`src/rtl/phy_lb_pkg.sv`:
```
// Shared definitions for the MAC-PHY loopback emulator: FSM encodings,
// counter widths, reset values and a constant-evaluable clog2.
package phy_lb_pkg;

    typedef enum logic [1:0] {
        T_IDLE = 2'd0,
        T_VEC  = 2'd1,
        T_DATA = 2'd2,
        T_END  = 2'd3
    } tx_state_t;

    typedef enum logic [1:0] {
        R_IDLE = 2'd0,
        R_WAIT = 2'd1,
        R_DATA = 2'd2,
        R_END  = 2'd3
    } rx_state_t;

    // Counter widths sized for the parameter ranges (VEC_LEN/LB_DELAY <= 255, RX_GAP <= 15)
    localparam int VEC_CNT_W = 8;
    localparam int DLY_CNT_W = 8;
    localparam int GAP_CNT_W = 4;

    localparam tx_state_t TX_RST_STATE = T_IDLE;
    localparam rx_state_t RX_RST_STATE = R_IDLE;

    // Smallest n with 2**n >= value; usable in constant expressions
    function automatic int lb_clog2(input int value);
        int result;
        result = 0;
        for (int i = 0; i < 31; i++) begin
            if ((1 << i) < value) begin
                result = i + 1;
            end
        end
        return result;
    endfunction

endpackage

```
`src/rtl/phy_lb_sync_fifo.sv`:
```
// Synchronous TX->RX byte FIFO. Pointers carry an extra wrap bit so full and
// empty are distinguished; read data is registered (valid the cycle after pop).
// 'clear' is the block-disable clear (also zeroes read data), 'flush' only
// empties the queue. Both take priority over push and pop.
module phy_lb_sync_fifo
    import phy_lb_pkg::*;
#(
    parameter int DW         = 8,
    parameter int FIFO_DEPTH = 16
) (
    input  logic                             clk,
    input  logic                             rst_n,
    input  logic                             clear,
    input  logic                             flush,
    input  logic                             push,
    input  logic [DW-1:0]                    push_data,
    input  logic                             pop,
    output logic [DW-1:0]                    pop_data,
    output logic                             full,
    output logic                             empty,
    output logic [lb_clog2(FIFO_DEPTH):0]    level
);

    localparam int AW = lb_clog2(FIFO_DEPTH);

    logic [DW-1:0] mem [FIFO_DEPTH];
    logic [AW:0]   wr_ptr_reg, wr_ptr_next;
    logic [AW:0]   rd_ptr_reg, rd_ptr_next;
    logic [DW-1:0] rd_data_reg, rd_data_next;
    logic          do_push;
    logic          do_pop;

    assign empty    = (wr_ptr_reg == rd_ptr_reg);
    assign full     = (wr_ptr_reg[AW] != rd_ptr_reg[AW]) &&
                      (wr_ptr_reg[AW-1:0] == rd_ptr_reg[AW-1:0]);
    assign level    = wr_ptr_reg - rd_ptr_reg;
    assign do_push  = push && !full && !flush && !clear;
    assign do_pop   = pop && !empty && !flush && !clear;
    assign pop_data = rd_data_reg;

    // Pointer and read-data next-state; clear/flush override push/pop
    always_comb begin
        wr_ptr_next  = wr_ptr_reg;
        rd_ptr_next  = rd_ptr_reg;
        rd_data_next = rd_data_reg;
        if (clear || flush) begin
            wr_ptr_next = '0;
            rd_ptr_next = '0;
        end else begin
            if (do_push) begin
                wr_ptr_next = wr_ptr_reg + (AW+1)'(1);
            end
            if (do_pop) begin
                rd_ptr_next = rd_ptr_reg + (AW+1)'(1);
            end
        end
        if (clear) begin
            rd_data_next = '0;
        end else if (do_pop) begin
            rd_data_next = mem[rd_ptr_reg[AW-1:0]];
        end
    end

    // Storage array write port (no reset so it maps onto RAM)
    always_ff @(posedge clk) begin
        if (do_push) begin
            mem[wr_ptr_reg[AW-1:0]] <= push_data;
        end
    end

    // Pointer and registered read-data state
    always_ff @(posedge clk or negedge rst_n) begin
        if (!rst_n) begin
            wr_ptr_reg  <= '0;
            rd_ptr_reg  <= '0;
            rd_data_reg <= '0;
        end else begin
            wr_ptr_reg  <= wr_ptr_next;
            rd_ptr_reg  <= rd_ptr_next;
            rd_data_reg <= rd_data_next;
        end
    end

endmodule

```
`src/rtl/phy_lb_gen2.sv`:
```
// MAC-PHY loopback emulator: the TX FSM absorbs TXSTART/TXVECTOR/TXDATA/TXEND,
// buffers data bytes in a FIFO and the RX FSM replays them as RXSTART/RXDATA/
// RXEND after LB_DELAY cycles, spacing beats by RX_GAP idle cycles. CCA reset
// aborts any frame in flight; macphy_en low holds the block cleared.
module phy_lb_gen2
    import phy_lb_pkg::*;
#(
    parameter int DW         = 8,
    parameter int VEC_LEN    = 31,
    parameter int FIFO_DEPTH = 16,
    parameter int LB_DELAY   = 4,
    parameter int RX_GAP     = 0
) (
    input  logic                          clk,
    input  logic                          rst_n,
    input  logic                          macphy_en,
    input  logic                          mac2phy_in_txstart_req,
    input  logic                          mac2phy_in_txdata_req,
    input  logic                          mac2phy_in_txend_req,
    input  logic                          mac2phy_in_txdata_val,
    input  logic [DW-1:0]                 mac2phy_in_txdata_frame,
    input  logic                          mac2phy_in_ccareset_req,
    output logic                          phy2mac_out_txstart_confirm,
    output logic                          phy2mac_out_txdata_confirm,
    output logic                          phy2mac_out_txend_confirm,
    output logic                          phy2mac_out_ccareset_confirm,
    output logic                          phy2mac_out_rxstart_ind,
    output logic                          phy2mac_out_rxdata_ind,
    output logic                          phy2mac_out_rxdata_val,
    output logic [DW-1:0]                 phy2mac_out_rxdata,
    output logic                          phy2mac_out_rxend_ind,
    output logic                          lb_busy,
    output logic [lb_clog2(FIFO_DEPTH):0] lb_fifo_level
);

    localparam logic [VEC_CNT_W-1:0] VEC_LAST = VEC_CNT_W'(VEC_LEN - 1);
    localparam logic [DLY_CNT_W-1:0] DLY_INIT = DLY_CNT_W'(LB_DELAY);
    localparam logic [GAP_CNT_W-1:0] GAP_INIT = GAP_CNT_W'(RX_GAP);

    tx_state_t              tx_state_reg, tx_state_next;
    rx_state_t              rx_state_reg, rx_state_next;
    logic [VEC_CNT_W-1:0]   vec_cnt_reg, vec_cnt_next;
    logic [DLY_CNT_W-1:0]   dly_cnt_reg, dly_cnt_next;
    logic [GAP_CNT_W-1:0]   gap_cnt_reg, gap_cnt_next;
    logic                   end_flag_reg, end_flag_next;
    logic                   txstart_cf_reg, txstart_cf_next;
    logic                   txdata_cf_reg, txdata_cf_next;
    logic                   txend_cf_reg, txend_cf_next;
    logic                   cca_cf_reg, cca_cf_next;
    logic                   rxstart_reg, rxstart_next;
    logic                   rxdata_ind_reg, rxdata_ind_next;
    logic                   rxend_reg, rxend_next;

    logic                   cca_hit;
    logic                   busy;
    logic                   tx_accept;
    logic                   end_set;
    logic                   end_clr;
    logic                   fifo_push;
    logic                   fifo_pop;
    logic                   fifo_flush;
    logic                   fifo_clear;
    logic                   fifo_full;
    logic                   fifo_empty;
    logic [DW-1:0]          fifo_rdata;
    logic [lb_clog2(FIFO_DEPTH):0] fifo_level;

    assign cca_hit    = macphy_en && mac2phy_in_ccareset_req;
    assign busy       = (tx_state_reg != T_IDLE) || (rx_state_reg != R_IDLE);
    assign fifo_clear = !macphy_en;

    phy_lb_sync_fifo #(
        .DW         (DW),
        .FIFO_DEPTH (FIFO_DEPTH)
    ) u_fifo (
        .clk       (clk),
        .rst_n     (rst_n),
        .clear     (fifo_clear),
        .flush     (fifo_flush),
        .push      (fifo_push),
        .push_data (mac2phy_in_txdata_frame),
        .pop       (fifo_pop),
        .pop_data  (fifo_rdata),
        .full      (fifo_full),
        .empty     (fifo_empty),
        .level     (fifo_level)
    );

    // TX FSM: vector counting, data acceptance into the FIFO, end handshake
    always_comb begin
        tx_state_next   = tx_state_reg;
        vec_cnt_next    = vec_cnt_reg;
        txstart_cf_next = 1'b0;
        txdata_cf_next  = 1'b0;
        txend_cf_next   = 1'b0;
        tx_accept       = 1'b0;
        fifo_push       = 1'b0;
        end_set         = 1'b0;
        case (tx_state_reg)
            T_IDLE: begin
                if (mac2phy_in_txstart_req && !busy) begin
                    tx_state_next = T_VEC;
                    vec_cnt_next  = '0;
                end
            end
            T_VEC: begin
                // vector content is not stored; only beats are counted
                if (mac2phy_in_txdata_val) begin
                    if (vec_cnt_reg == VEC_LAST) begin
                        txstart_cf_next = 1'b1;
                        tx_state_next   = T_DATA;
                    end else begin
                        vec_cnt_next = vec_cnt_reg + VEC_CNT_W'(1);
                    end
                end
            end
            T_DATA: begin
                // a confirm cycle blocks acceptance, giving one beat per two cycles
                tx_accept = mac2phy_in_txdata_req && mac2phy_in_txdata_val &&
                            !fifo_full && !txdata_cf_reg;
                fifo_push      = tx_accept;
                txdata_cf_next = tx_accept;
                if (mac2phy_in_txend_req) begin
                    tx_state_next = T_END;
                    txend_cf_next = 1'b1;
                end
            end
            T_END: begin
                end_set       = 1'b1;
                tx_state_next = T_IDLE;
            end
            default: tx_state_next = T_IDLE;
        endcase
        // CCA reset aborts the frame; a coincident start request is dropped
        if (cca_hit) begin
            tx_state_next   = T_IDLE;
            txstart_cf_next = 1'b0;
            txdata_cf_next  = 1'b0;
            txend_cf_next   = 1'b0;
            fifo_push       = 1'b0;
            end_set         = 1'b0;
        end
        if (!macphy_en) begin
            tx_state_next   = T_IDLE;
            vec_cnt_next    = '0;
            txstart_cf_next = 1'b0;
            txdata_cf_next  = 1'b0;
            txend_cf_next   = 1'b0;
            fifo_push       = 1'b0;
            end_set         = 1'b0;
        end
    end

    // RX FSM: turnaround delay, paced FIFO replay, end indication
    always_comb begin
        rx_state_next   = rx_state_reg;
        dly_cnt_next    = dly_cnt_reg;
        gap_cnt_next    = gap_cnt_reg;
        rxstart_next    = 1'b0;
        rxdata_ind_next = 1'b0;
        rxend_next      = 1'b0;
        fifo_pop        = 1'b0;
        fifo_flush      = 1'b0;
        end_clr         = 1'b0;
        case (rx_state_reg)
            R_IDLE: begin
                // launched in step with the txstart_confirm pulse
                if (txstart_cf_next) begin
                    rx_state_next = R_WAIT;
                    dly_cnt_next  = DLY_INIT;
                end
            end
            R_WAIT: begin
                if (dly_cnt_reg == '0) begin
                    rxstart_next  = 1'b1;
                    rx_state_next = R_DATA;
                    gap_cnt_next  = '0;
                end else begin
                    dly_cnt_next = dly_cnt_reg - DLY_CNT_W'(1);
                end
            end
            R_DATA: begin
                if (gap_cnt_reg != '0) begin
                    gap_cnt_next = gap_cnt_reg - GAP_CNT_W'(1);
                end
                if (!fifo_empty) begin
                    if (gap_cnt_reg == '0) begin
                        fifo_pop        = 1'b1;
                        rxdata_ind_next = 1'b1;
                        gap_cnt_next    = GAP_INIT;
                    end
                end else if (end_flag_reg) begin
                    rx_state_next = R_END;
                    rxend_next    = 1'b1;
                    end_clr       = 1'b1;
                end
            end
            R_END: begin
                rx_state_next = R_IDLE;
            end
            default: rx_state_next = R_IDLE;
        endcase
        // CCA reset discards the buffered frame silently (no rxend)
        if (cca_hit && (rx_state_reg != R_IDLE)) begin
            rx_state_next   = R_IDLE;
            rxstart_next    = 1'b0;
            rxdata_ind_next = 1'b0;
            rxend_next      = 1'b0;
            fifo_pop        = 1'b0;
            fifo_flush      = 1'b1;
            end_clr         = 1'b1;
        end
        if (!macphy_en) begin
            rx_state_next   = R_IDLE;
            dly_cnt_next    = '0;
            gap_cnt_next    = '0;
            rxstart_next    = 1'b0;
            rxdata_ind_next = 1'b0;
            rxend_next      = 1'b0;
            fifo_pop        = 1'b0;
            fifo_flush      = 1'b0;
        end
    end

    // End-of-frame flag handed from TX to RX, and the CCA confirm
    always_comb begin
        end_flag_next = end_flag_reg;
        if (end_set) begin
            end_flag_next = 1'b1;
        end
        if (end_clr || !macphy_en) begin
            end_flag_next = 1'b0;
        end
        cca_cf_next = cca_hit;
    end

    // State, counter and output registers
    always_ff @(posedge clk or negedge rst_n) begin
        if (!rst_n) begin
            tx_state_reg   <= TX_RST_STATE;
            rx_state_reg   <= RX_RST_STATE;
            vec_cnt_reg    <= '0;
            dly_cnt_reg    <= '0;
            gap_cnt_reg    <= '0;
            end_flag_reg   <= 1'b0;
            txstart_cf_reg <= 1'b0;
            txdata_cf_reg  <= 1'b0;
            txend_cf_reg   <= 1'b0;
            cca_cf_reg     <= 1'b0;
            rxstart_reg    <= 1'b0;
            rxdata_ind_reg <= 1'b0;
            rxend_reg      <= 1'b0;
        end else begin
            tx_state_reg   <= tx_state_next;
            rx_state_reg   <= rx_state_next;
            vec_cnt_reg    <= vec_cnt_next;
            dly_cnt_reg    <= dly_cnt_next;
            gap_cnt_reg    <= gap_cnt_next;
            end_flag_reg   <= end_flag_next;
            txstart_cf_reg <= txstart_cf_next;
            txdata_cf_reg  <= txdata_cf_next;
            txend_cf_reg   <= txend_cf_next;
            cca_cf_reg     <= cca_cf_next;
            rxstart_reg    <= rxstart_next;
            rxdata_ind_reg <= rxdata_ind_next;
            rxend_reg      <= rxend_next;
        end
    end

    assign phy2mac_out_txstart_confirm  = txstart_cf_reg;
    assign phy2mac_out_txdata_confirm   = txdata_cf_reg;
    assign phy2mac_out_txend_confirm    = txend_cf_reg;
    assign phy2mac_out_ccareset_confirm = cca_cf_reg;
    assign phy2mac_out_rxstart_ind      = rxstart_reg;
    assign phy2mac_out_rxdata_ind       = rxdata_ind_reg;
    assign phy2mac_out_rxdata_val       = rxdata_ind_reg;
    assign phy2mac_out_rxdata           = fifo_rdata;
    assign phy2mac_out_rxend_ind        = rxend_reg;
    assign lb_busy                      = busy;
    assign lb_fifo_level                = fifo_level;

endmodule

```
`config.mk`:
```
export PLATFORM = sky130hd
export DESIGN_NAME = phy_lb_gen2
export DESIGN_NICKNAME = d
export VERILOG_FILES = /design/src/rtl/phy_lb_pkg.sv /design/src/rtl/phy_lb_sync_fifo.sv /design/src/rtl/phy_lb_gen2.sv
export SDC_FILE = /design/constraint.sdc
export NUM_CORES = 1
export LEC_CHECK = 0
export ABC_CLOCK_PERIOD_IN_PS = 3700
export CORE_ASPECT_RATIO = 0.8
export CORE_MARGIN = 2
export CORE_UTILIZATION = 38
export DETAILED_ROUTE_END_ITERATION = 10
export GPL_ROUTABILITY_DRIVEN = 0
export PLACE_DENSITY = 0.57
export REMOVE_ABC_BUFFERS = 1
export SYNTH_ARGS = -nofsm -noshare
export SYNTH_HDL_FRONTEND = slang
export SYNTH_SLANG_ARGS = --single-unit
```
`constraint.sdc`:
```
create_clock -name clk -period 3.7 [get_ports clk]
set_input_delay 0.74 -clock clk [delete_from_list [all_inputs] [get_ports clk]]
set_output_delay 0.74 -clock clk [all_outputs]
set_load 0.01 [all_outputs]
```
Word-level counts from Yosys, hierarchy flattened
Memories as Yosys holds them, arrays and structs flattened.
Cells that the tools add are included.
- ROM bits: 0
- memories: 1
- latch bits: 0
- bits in registers: 50
- RAM bits: 128
- bitwise operators: 0
- add/sub/neg operators: 6
- shift operators: 0
- reductions and logical operators: 37
- divide/modulo/power cells: 0
- multipliers: 0
- $lt $le $gt $ge: 0
- equal/unequal tests: 28
- muxes and demuxes: 71
- memories (name ; depth ; width ; read ports ; clocked after memory_dff ; wr ports ; line ; text):
    u_fifo.mem ; 16 ; 8 ; 1 ; 0 ; 1 ; phy_lb_sync_fifo.sv:26 ; logic [DW-1:0] mem [FIFO_DEPTH];
- operators with widths (kind ; count):
    $mux 8 ; 9
    $mux 1 ; 36
    $ne 4x4->1 const B ; 8
    $pmux 8 s2 ; 2
    $mux 2 ; 12
    $mux 4 ; 5
    $mux 5 ; 4
    $ne 3x3->1 const B ; 6
    $pmux 2 s4 ; 2
    $logic_and 1x1->1 ; 13
    $reduce_and 4->1 ; 3
    $add 5x1->5 const B ; 2
    $reduce_bool 2->1 ; 5
    $ne 3x1->1 const B ; 3
    $add 8x1->8 const B ; 1
    $eq 2x2->1 const B ; 4
    $eq 8x5->1 const B ; 1
    $logic_not 8->1 ; 1
    $pmux 4 s2 ; 1
    $sub 8x1->8 const B ; 1
    $logic_not 1->1 ; 6
    $eq 5x5->1 ; 1
    $sub 5x5->5 ; 1
    $eq 2x1->1 const B ; 2
    other kinds (10) ; 13

Longest topological paths before layout
- word-level depth: 13
- depth in mapped cells: 11
- depth with buffers taken out: 8

Cells and area by module
A second synthesis with hierarchy kept.
- cells, all modules: 543
- area, all modules: 7903.8 um^2
- by module, submodules not included (module ; area an instance (um^2) ; times used ; cells an instance):
    phy_lb_sync_fifo ; 5994.5 ; 1 ; 339
    phy_lb_gen2 ; 1909.3 ; 1 ; 204

Least setup slack after synthesis
OpenSTA, ideal clock, no wires.
- path type: register -> register
- from: register u_fifo.rd_ptr_reg[1]
- to: memory u_fifo.mem[0][0], enable pin
- path slack: 0.717 ns
- arrival: 2.589 ns
- cell stages (with the launch flop): 9
- setup time: 0.395 ns
- buffers on the path: 3
- required time: 3.305 ns
- path through: dfrtp_1 buf_2 buf_4 buf_2 inv_1 ha_1 nand4_1 o211ai_2 nor4_1
- cells in the longest elaborated chain, start to end: 13
- RTL lines (element ; line ; text):
    start: declaration ; phy_lb_sync_fifo.sv:28 ; logic [AW:0] rd_ptr_reg, rd_ptr_next;
    start signal: assignment ; phy_lb_sync_fifo.sv:79 ; rd_ptr_reg <= rd_ptr_next;
    $eq 4x4->1 (*) ; phy_lb_sync_fifo.sv:35 ; (wr_ptr_reg[AW-1:0] == rd_ptr_reg[AW-1:0]);
    $logic_and 1x1->1 (*) ; phy_lb_sync_fifo.sv:34 ; assign full = (wr_ptr_reg[AW] != rd_ptr_reg[AW]) &&
    $logic_not 1->1 (*) ; phy_lb_sync_fifo.sv:37, phy_lb_gen2.sv:120 ;
    $logic_and 1x1->1 ; phy_lb_gen2.sv:119 ; tx_accept = mac2phy_in_txdata_req && mac2phy_in_txdata_val &&
    $logic_and 1x1->1 ; phy_lb_gen2.sv:120 ; !fifo_full && !txdata_cf_reg;
    $mux 1 ; phy_lb_gen2.sv:99 ; case (tx_state_reg)
    $mux 1 ; phy_lb_gen2.sv:135 ; if (cca_hit) begin
    $mux 1 ; phy_lb_gen2.sv:143 ; if (!macphy_en) begin
    $logic_and 1x1->1 (*) (3 in series) ; phy_lb_sync_fifo.sv:37 ; assign do_push = push && !full && !flush && !clear;
    $mux 1 (*) ; phy_lb_sync_fifo.sv:66 ; if (do_push) begin
    $mux 1 (not written as such) (*) ; phy_lb_sync_fifo.sv:67 ; mem[wr_ptr_reg[AW-1:0]] <= push_data;
    end: declaration ; phy_lb_sync_fifo.sv:26 ;
Every way passes the cells marked *; elsewhere a longest branch is shown, timed or not.

Final worst setup path
- from: register u_fifo.wr_ptr_reg[0]
- to: output port lb_fifo_level[4]
- cells in the longest elaborated chain, start to end: 1
- RTL lines (element ; line ; text):
    start: declaration ; phy_lb_sync_fifo.sv:27 ; logic [AW:0] wr_ptr_reg, wr_ptr_next;
    start signal: assignment ; phy_lb_sync_fifo.sv:78 ; wr_ptr_reg <= wr_ptr_next;
    $sub 5x5->5 ; phy_lb_sync_fifo.sv:36 ; assign level = wr_ptr_reg - rd_ptr_reg;
    end: declaration ; phy_lb_gen2.sv:33 ; output logic [lb_clog2(FIFO_DEPTH):0] lb_fifo_level
Every way passes these cells.

==> results_dict.tcl <==
set metrics [dict create \
    status "complete, but fails checks" \
    violations "DRC" \
    die_h_um 135 \
    ant_nets 0 \
    regToRegEndpoint "u_fifo.mem[5][3]$_DFFE_PP_" \
    cp_top_family "buffers and inverters" \
    grt_max_degree 36 \
    postSynth.asyncResetShare_pct 28.1 \
    critPathKind "flop to primary output" \
    fin_crit_ns 3.30 \
    io_buffers 37 \
    post_drt_wl_per_cell_um 20.8 \
    p_leak_uw 0.00328 \
    grt_use_total_pct 17.1 \
    fin_crit_sh_pct 89.1 \
    rows 47 \
    r2r-start "u_fifo.rd_ptr_reg[1]$_DFFE_PN0P_" \
    fin_tns_setup_ns 0 \
    crit_path_end_kind "primary output" \
    dieWidth_um 167 \
    yosys.area_share.simple_pct 9.28 \
    cts.repair.resized 0 \
    yosys_warnings 0 \
    antenna_found_initial 0 \
    nets 633 \
    fmax_mhz 303 \
    setup_viol 0 \
    avgSynthCellArea_um2 14.8 \
    start_kind "flop" \
    drv_slew 0 \
    layout-drive-gt1-share_pct 16.5 \
    n_fill_cell 1875 \
    startpoint "u_fifo.wr_ptr_reg[0]$_DFFE_PN0P_" \
    worstMarginPinSlew_ns 0.868 \
    largest_reg_flops 128 \
    cts.reportedPaths.clkPinSlew_ns 0.07 \
    crit_path_end "lb_fifo_level[4]" \
    seq_area_frac_synth_pct 63.0 \
    ys_ff_latch 178 \
    crit_path_max_fanout 6 \
    rsz0062_at_grt "false" \
    grt_pass1_wl_um 28800 \
    grt-ovfl-total 0 \
    r2r_cells 6 \
    grt_pass1_vias 4880 \
    clock_latency_ns 0.43 \
    ir_worst_vdd_uv 285 \
    io_pins 38 \
    drt_first_pass_iters 7 \
    cap_violations 0 \
    synth_fa_ha_area_share_pct 3.80 \
    max_slew_margin_pct 42.1 \
    drc 1 \
    synth_mux_area_share_pct 10.9 \
    cp.arrival_ns 2.56 \
    stdcell_area_um2 9370 \
    dpl.hpwl_um 12600 \
    synthFlopType "edfxtp_1" \
    required_ns 2.96 \
    path_cells "inv_1 -> ha_1 -> fa_1 -> inv_1 -> a21o_1 -> a21oi_1 -> xnor2_1 -> clkdlybuf4s50_1" \
    skew_ns 0.0109 \
    num_antenna_cells 0 \
    p_per_area_nw_per_um2 511 \
    crit_buf_inv 3 \
    cts_buffers 17 \
    start_util_pct 38.9 \
    dieArea_um2 22500 \
    worst-r2r-setup-slack_ns 0.91 \
    cp.depth 8 \
    place_area_um2 8810 \
    vias_per_cell 5.62 \
    cts_tree "done" \
    vias 4918 \
    cp_common_cell "inv_1" \
    hold_viol 0 \
    post_cts.repair.setup_buffers 0 \
    area.growth.synth_to_final_pct 15.8 \
    core_um2 20800 \
    synth_area_um2 8090 \
    yosys.area_share.xor_xnor_pct 0.649 \
    synth_edf_count 128 \
    synth_top_family_by_area "multiplexers" \
    syn_inst 545 \
    cts_sinks 178 \
    synth_cell_types 68 \
    routed_wl_um 18200 \
    synth_compound_area_share_pct 9.28 \
    drt_iter0_drc 388 \
    root_buffer "clkbuf_16" \
    slowest_stage "clkdlybuf4s50_1" \
    holdBufCountCts 0 \
    htreeDepth 4 \
    cp_slowest_stage_delay_ns 0.56 \
    cts_buffer_depth 2 \
    hp-class "input port to asynchronous set/reset pin" \
]
## power by group
part,switching [uW],leakage [uW],total [uW],internal [uW]
clock,783,0.000256,1720,935
combinational,508,0.00118,820,311
sequential,65.3,0.00184,2250,2190
total,1360,0.00328,4790,3440
## cell type report
cell class              count  area [um2]  share of cell area [%]
clock inverters            14         133                    1.42
repair buffers             55         500                    5.34
flip-flops and latches    178        5100                    54.4
inverters                  31         116                    1.24
clock buffers              18         429                    4.58
well taps                 269         337                    3.59
multi-input cells         310        2760                    29.5
## cell usage in the layout, fill, tap and decap left out, drive strengths merged, types with 3 or more instances in the layout
cell,Yosys,layout
buf,18,19
a31o,8,8
nand4,7,7
nor4,10,10
nor2b,5,5
o2bb2ai,5,5
a31oi,5,5
a21o,3,3
mux4,32,32
a21oi,14,14
dfrtp,50,50
nand3,16,16
edfxtp,128,128
clkinv,0,4
o41ai,3,3
mux2i,15,15
and3,4,4
nor3b,6,6
a311oi,5,5
a211oi,10,10
clkinvlp,0,6
o22ai,9,9
xnor2,5,5
or3,4,4
inv,31,34
nor2,20,20
and2,9,9
clkbuf,8,18
ha,23,23
nor3,8,8
clkdlybuf4s50,0,36
o211ai,4,4
o21ai,14,14
nand2,29,29
a211o,3,3
nand2b,4,4
## how the worst min path moves through the flow
stage               cells past startpoint                              to  slack [ns]                            from
floorplan                               0      dly_cnt_reg[0]$_DFFE_PN0P_        0.44                           rst_n
global placement                        1        end_flag_reg$_DFFE_PN0P_        0.49        end_flag_reg$_DFFE_PN0P_
detailed placement                      1  u_fifo.pop_data[1]$_DFFE_PN0P_        0.51  u_fifo.pop_data[1]$_DFFE_PN0P_
CTS                                     1      vec_cnt_reg[6]$_DFFE_PN0P_        0.44                           rst_n
global route                            1      vec_cnt_reg[6]$_DFFE_PN0P_        0.48                           rst_n
finish                                  1      vec_cnt_reg[6]$_DFFE_PN0P_        0.42                           rst_n
## cell families (layout without fill, tap and decap cells)
family / Yosys count / after routing
muxes: 48 / 48
adders and majority gates: 24 / 24
AOI/OAI and AO/OA: 99 / 99
and+or+nand+nor: 133 / 133
xor gates and xnor gates: 6 / 6
DFF: 178 / 178
buffers and inverters: 57 / 118
## synth_stat cells (3+ instances only)
library cell	number	area, um2
nand2b_1	4	25.0
buf_2	11	55.1
a31o_1	8	70.1
and3_1	4	25.0
clkbuf_1	8	30.0
edfxtp_1	128	3840
or3_1	4	25.0
nor3b_1	4	30.0
ha_1	23	288
o2bb2ai_1	5	43.8
nor3_1	8	40.0
inv_1	29	109
mux2i_1	15	150
mux4_2	32	721
a21oi_1	14	70.1
a211o_1	3	26.3
a21o_1	3	22.5
dfrtp_1	50	1250
nor2_1	20	75.1
buf_4	4	30.0
a311oi_1	3	26.3
nor4_1	9	56.3
a31oi_1	5	31.3
xnor2_1	5	43.8
a211oi_1	10	75.1
nand3_1	16	80.1
nor2b_1	5	31.3
o21ai_1	3	15.0
o211ai_1	3	22.5
nand2_1	29	109
and2_1	9	56.3
o22ai_1	9	56.3
o21ai_0	11	55.1
nand4_1	7	43.8
## stage by stage
| stage | util, % | total power (uW) | hold slack, ns | std cells | setup slack, ns |
|---|---|---|---|---|---|
| 5_1_grt | 45.0 | 5010 | 0.485 | 875 | 0.237 |
| 6_report | 45.0 | 4790 | 0.419 | 875 | 0.405 |
| 3_3_place_gp | 42.3 | 3090 | 0.493 | 843 | 0.669 |
| 2_1_floorplan | - | 2850 | 0.444 | 519 | 0.329 |
| 3_5_place_dp | 42.3 | 3100 | 0.506 | 843 | 0.632 |
| 4_1_cts | 45.0 | 4830 | 0.444 | 875 | 0.353 |
## routing by layer
layer / global-route usage (%) / vias up / wire length [um]
met4: 4.78 / 0 / 163
li1: - / 2237 / -
met2: 25.4 / 146 / 8110
met3: 3.66 / 13 / 999
met1: 25.5 / 2522 / 8900
met5: 0 / - / 0
## worst reg2reg max path, stage by stage, from the launching register on
cell and delay (ns):
dfrtp_2 0.58, inv_1 0.09, ha_1 0.34, nand4_1 0.24
o211ai_2 0.25, nor3b_1 0.52, and2_1 0.44
No activity file was read; power rests on OpenSTA's default activity.
